`src/rtl/seq_alu_master_pkg.sv`:
```
// Shared types for the sequential-ALU request initiator: ALU opcodes and the
// default-width response record.
package seq_alu_master_pkg;

   typedef enum logic [1:0] {
      OP_ADD = 2'd0,
      OP_SUB = 2'd1,
      OP_AND = 2'd2,
      OP_OR  = 2'd3
   } opcode_e;

   localparam int RSP_DATA_W = 8;
   localparam int RSP_TAG_W  = 4;

   typedef struct packed {
      logic [RSP_DATA_W-1:0] data;
      logic [RSP_TAG_W-1:0]  tag;
   } seq_alu_rsp_t;

endpackage

```
`src/rtl/seq_alu_rsp_fifo.sv`:
```
// Show-ahead response FIFO: the head entry is visible on rdata while not empty.
// Storage is cleared on reset so the head reads zero until the first write.
module seq_alu_rsp_fifo #(
   parameter int W     = 12,
   parameter int DEPTH = 4
) (
   input  logic                     clk_sys,
   input  logic                     rst_b,
   input  logic                     push,
   input  logic [W-1:0]             wdata,
   input  logic                     pop,
   output logic [W-1:0]             rdata,
   output logic                     full,
   output logic                     empty,
   output logic [$clog2(DEPTH):0]   count
);

   localparam int AW    = $clog2(DEPTH);
   localparam int CNT_W = AW + 1;

   logic [W-1:0]  mem [DEPTH];
   logic [AW-1:0] wr_ptr;
   logic [AW-1:0] rd_ptr;
   logic          do_push;
   logic          do_pop;

   assign full    = (count == CNT_W'(DEPTH));
   assign empty   = (count == '0);
   assign do_push = push && !full;
   assign do_pop  = pop && !empty;
   assign rdata   = mem[rd_ptr];

   // Power-of-two depth lets the pointers wrap by plain overflow.
   always_ff @(posedge clk_sys or negedge rst_b) begin
      if (!rst_b) begin
         wr_ptr <= '0;
         rd_ptr <= '0;
         count  <= '0;
         for (int i = 0; i < DEPTH; i++) begin
            mem[i] <= '0;
         end
      end else begin
         if (do_push) begin
            mem[wr_ptr] <= wdata;
            wr_ptr      <= wr_ptr + AW'(1);
         end
         if (do_pop) begin
            rd_ptr <= rd_ptr + AW'(1);
         end
         count <= count + CNT_W'(do_push) - CNT_W'(do_pop);
      end
   end

endmodule

```
`src/rtl/seq_alu_master.sv`:
```
// Request-side initiator for the sequential ALU: issues one op per cycle,
// captures C one cycle later and returns in-order tagged results with credit back-pressure.
module seq_alu_master
   import seq_alu_master_pkg::*;
#(
   parameter int WIDTH     = 8,
   parameter int TAG_W     = 4,
   parameter int RSP_DEPTH = 4
) (
   input  logic             clk,
   input  logic             rst,
   input  logic             req_valid,
   output logic             req_ready,
   input  opcode_e          req_op,
   input  logic [WIDTH-1:0] req_a,
   input  logic [WIDTH-1:0] req_b,
   input  logic [TAG_W-1:0] req_tag,
   output logic             rsp_valid,
   input  logic             rsp_ready,
   output logic [WIDTH-1:0] rsp_data,
   output logic [TAG_W-1:0] rsp_tag,
   output logic             alu_en,
   output opcode_e          alu_opcode,
   output logic [WIDTH-1:0] alu_a,
   output logic [WIDTH-1:0] alu_b,
   input  logic [WIDTH-1:0] alu_c,
   output logic             busy
);

   localparam int CNT_W = $clog2(RSP_DEPTH) + 1;

   logic                     accept;
   logic                     pop;
   logic [TAG_W-1:0]         s1_tag;
   logic                     cap_pending;
   logic [TAG_W-1:0]         cap_tag;
   logic                     fifo_full;
   logic                     fifo_empty;
   logic [CNT_W-1:0]         fifo_count;
   logic [WIDTH+TAG_W-1:0]   fifo_rdata;
   logic [CNT_W-1:0]         in_use;
   logic                     credit_avail;

   // Every op in the pipe already owns a FIFO slot, so the FIFO can never overflow.
   // A pop in the same cycle frees a slot, letting accept and pop overlap at the limit.
   assign in_use       = CNT_W'(alu_en) + CNT_W'(cap_pending) + fifo_count;
   assign credit_avail = (in_use < CNT_W'(RSP_DEPTH));
   assign pop          = rsp_valid && rsp_ready;
   assign req_ready    = rst && (credit_avail || pop);
   assign accept       = req_valid && req_ready;

   always_ff @(posedge clk or negedge rst) begin
      if (!rst) begin
         alu_en     <= 1'b0;
         alu_opcode <= OP_ADD;
         alu_a      <= '0;
         alu_b      <= '0;
         s1_tag     <= '0;
      end else begin
         alu_en <= accept;
         if (accept) begin
            alu_opcode <= req_op;
            alu_a      <= req_a;
            alu_b      <= req_b;
            s1_tag     <= req_tag;
         end
      end
   end

   // The ALU updates C on the same edge that sets cap_pending.
   always_ff @(posedge clk or negedge rst) begin
      if (!rst) begin
         cap_pending <= 1'b0;
         cap_tag     <= '0;
      end else begin
         cap_pending <= alu_en;
         if (alu_en) begin
            cap_tag <= s1_tag;
         end
      end
   end

   seq_alu_rsp_fifo #(
      .W     (WIDTH + TAG_W),
      .DEPTH (RSP_DEPTH)
   ) u_rsp_fifo (
      .clk_sys (clk),
      .rst_b   (rst),
      .push    (cap_pending),
      .wdata   ({alu_c, cap_tag}),
      .pop     (pop),
      .rdata   (fifo_rdata),
      .full    (fifo_full),
      .empty   (fifo_empty),
      .count   (fifo_count)
   );

   assign rsp_valid           = !fifo_empty;
   assign {rsp_data, rsp_tag} = fifo_rdata;
   assign busy                = alu_en || cap_pending || !fifo_empty;

   a_no_overflow: assert property (@(posedge clk) disable iff (!rst) !(fifo_full && cap_pending));

endmodule

```
`config.mk`:
```
export PLATFORM = sky130hd
export DESIGN_NAME = seq_alu_master
export DESIGN_NICKNAME = d
export VERILOG_FILES = /design/src/rtl/seq_alu_master_pkg.sv /design/src/rtl/seq_alu_rsp_fifo.sv /design/src/rtl/seq_alu_master.sv
export SDC_FILE = /design/constraint.sdc
export NUM_CORES = 1
export LEC_CHECK = 0
export BUFFER_PORTS_ARGS = -buffer_cell sky130_fd_sc_hd__buf_2
export CAP_MARGIN = 20
export CORE_ASPECT_RATIO = 1.75
export CORE_MARGIN = 2
export CORE_UTILIZATION = 55
export CTS_BUF_LIST = sky130_fd_sc_hd__clkbuf_16
export DETAILED_ROUTE_END_ITERATION = 7
export GPL_ROUTABILITY_DRIVEN = 0
export MAX_ROUTING_LAYER = met4
export PLACE_DENSITY = 0.77
export SLEW_MARGIN = 20
export SYNTH_ARGS = -nofsm -noshare
export SYNTH_HDL_FRONTEND = slang
export SYNTH_SLANG_ARGS = --single-unit
```
`constraint.sdc`:
```
create_clock -name clk -period 5.2 [get_ports clk]
set_input_delay 1.04 -clock clk [delete_from_list [all_inputs] [get_ports clk]]
set_output_delay 1.04 -clock clk [all_outputs]
set_load 0.1 [all_outputs]
```
==> metrics.txt <==
Post-synth EDFFs=0; Worst-Skew Late Latency=0.33 ns; wire length of the first global-routing pass=10900 um; I/O Pins=68; Layout Area Growth over Synthesis=17.4%; port bufs=67; setup TNS=0 ns; via count=2039; Post-CTS Hold Buffers=0; Yosys warnings=0; clock root cell=clkbuf_16; number of global-route vias before repair=2208; count leader, synth=dfrtp_1; vias per std cell=5.41; ant diodes=0; Post-Syn Area per Cell=17.0 um2; die footprint=0.00752 mm2; die extent in x=66.4 um; HP Class=flip-flop to flip-flop; row count=39; Main synth FF type=dfrtp_1; R2R cell count=5; # clock sinks=83; largest net degree at the start of global routing=70; Worst slew margin=36.2%; Net Count, Synth=263; status=finished, final reports clean; R2R Path Start=alu_en$_DFF_PN0_; DP HPWL=4420 um; Synth Register Bits=83; Fmax=312 MHz; Max clock buf depth=2; Post-Syn Instances=221; Nets=332; initial core utilization=56.9%; crit path max fanout=14; asr flop ratio synth=100%; setup bufs post-CTS=0; crit path capture=rsp_tag[3]; Reg clk slew, reported paths=0.06 ns; Setup crit start=u_rsp_fifo.rd_ptr[0]$_DFFE_PN0P_; H-tree Lvls=3; register area share after synthesis=55.4%; largest area contributor in the netlist=dfrtp_1; total CTS buffers=9; drt initial violations=119; Post-synth top cells=83 x dfrtp_1, 40 x mux2_4, 34 x mux2_2; worst slew pin tran=0.958 ns; kind of critical path=flip-flop to primary output; Post-Synthesis Cell Area=0.00375 mm2; CP Launch Type=flip-flop; max-slew violations=0; Worst Path Arrival=2.16 ns; RSZ-0062 raised after global routing=false; number of remaining DRC errors=0; synth unique cells=25; drt pass-1 iters=4; initial antenna violation count=0; Setup Skew=0.00371 ns; Max Cap Viol=0; top cell type's share of synthesized area=55.4%; total grt overflow=0; CTS tree=done; Final Hold Viols=0; Final Cycle Share=61.6%; post-route minimum period=3.20 ns; Total Wirelength=6410 um; die height=113 um; layout cells sized above 1=58.3%; endpoints failing setup=0; Overall Global Routing Usage=20.1%; RR Endpoint=s1_tag[3]$_DFFE_PN0P_; wire per inst=17.0 um; top cells by area, synth=dfrtp_1 55%, mux2_4 16%, mux2_2 10%; FF-to-FF setup slack=2.71 ns; Core Area=0.00659 mm2; Crit. End Element=primary output; Critical Path RT=4.16 ns; Antenna Nets Post-Route=0; Post-CTS Resized=0
==> cell families (layout without fill, tap and decap cells) <==
kind of cell	count (synthesis)	in the layout	synth area share, %
adders and majority gates	8	8	2.87
muxes	86	86	33.4
AOI/OAI and AO/OA	6	6	1.43
and+or+nand+nor	15	15	2.70
buffers and inverters	17	91	2.80
xor gates and xnor gates	6	6	1.40
DFF	83	83	55.4
==> layer usage <==
metal  track usage [%]  vias up  part of all wire [%]
li1                  -      932                     -
met1              25.9     1040                    43
met2              30.7       55                    50
met3              3.48       12                   4.2
met4              9.80        0                   2.7
met5                 -        -                     0
==> worst min-delay path by stage <==
stage                     slack, ns  cells after the start                    end             startpoint
after floorplan                0.47                      1  s1_tag[0]$_DFFE_PN0P_  s1_tag[0]$_DFFE_PN0P_
after global placement         0.48                      1  s1_tag[2]$_DFFE_PN0P_  s1_tag[2]$_DFFE_PN0P_
after detailed placement       0.49                      1   alu_a[7]$_DFFE_PN0P_   alu_a[7]$_DFFE_PN0P_
after CTS                      0.50                      1   alu_a[7]$_DFFE_PN0P_   alu_a[7]$_DFFE_PN0P_
after global routing           0.50                      1   alu_a[7]$_DFFE_PN0P_   alu_a[7]$_DFFE_PN0P_
final                          0.50                      1  s1_tag[2]$_DFFE_PN0P_  s1_tag[2]$_DFFE_PN0P_
==> cell type report <==
class                      count  area, um2
multi-input combinational    121       1570
clock buffer                   9        225
sequential                    83       2080
tap                           82        103
timing repair buffer          68        345
fill                         494       2180
inverter                       7       26.3
clock inverter                 7       58.8
==> sequential cells by signal, summed over array words and instances, names as in the netlist <==
register,cells
u_rsp_fifo.mem,48
cap_pending,1
alu_en,1
alu_b,8
cap_tag,4
alu_opcode,2
alu_a,8
s1_tag,4
u_rsp_fifo.wr_ptr,2
u_rsp_fifo.rd_ptr,2
u_rsp_fifo.count,3
==> cells in the final DEF, fill, tap and decap left out, drive strengths merged, types with 2 or more instances in the layout <==
| cell type | n |
|---|---|
| and2 | 2 |
| clkbuf | 9 |
| nand2 | 8 |
| ha | 7 |
| xor2 | 2 |
| buf | 68 |
| o21ai | 2 |
| nor2 | 2 |
| mux4 | 12 |
| or3 | 2 |
| dfrtp | 83 |
| clkinv | 6 |
| xnor2 | 4 |
| inv | 7 |
| mux2 | 74 |
==> stage by stage <==
stage	hold WS, ns	std cells	cell area [um2]	util [%]	setup slack [ns]
3_3_place_gp	0.482	361	4120	62.5	2.33
2_1_floorplan	0.474	221	3750	-	1.64
6_report	0.499	377	4400	66.9	2.00
3_5_place_dp	0.488	361	4120	62.5	2.25
5_1_grt	0.504	377	4400	66.9	1.86
4_1_cts	0.501	377	4400	66.9	1.92
==> critical path, stage by stage (launching register included) <==
cell and delay, ns:
dfrtp_1 0.91, mux4_2 0.61, buf_2 0.31
Power is not shown: default switching activity piles up to over one toggle a cycle in this logic, so the estimate is an artifact.
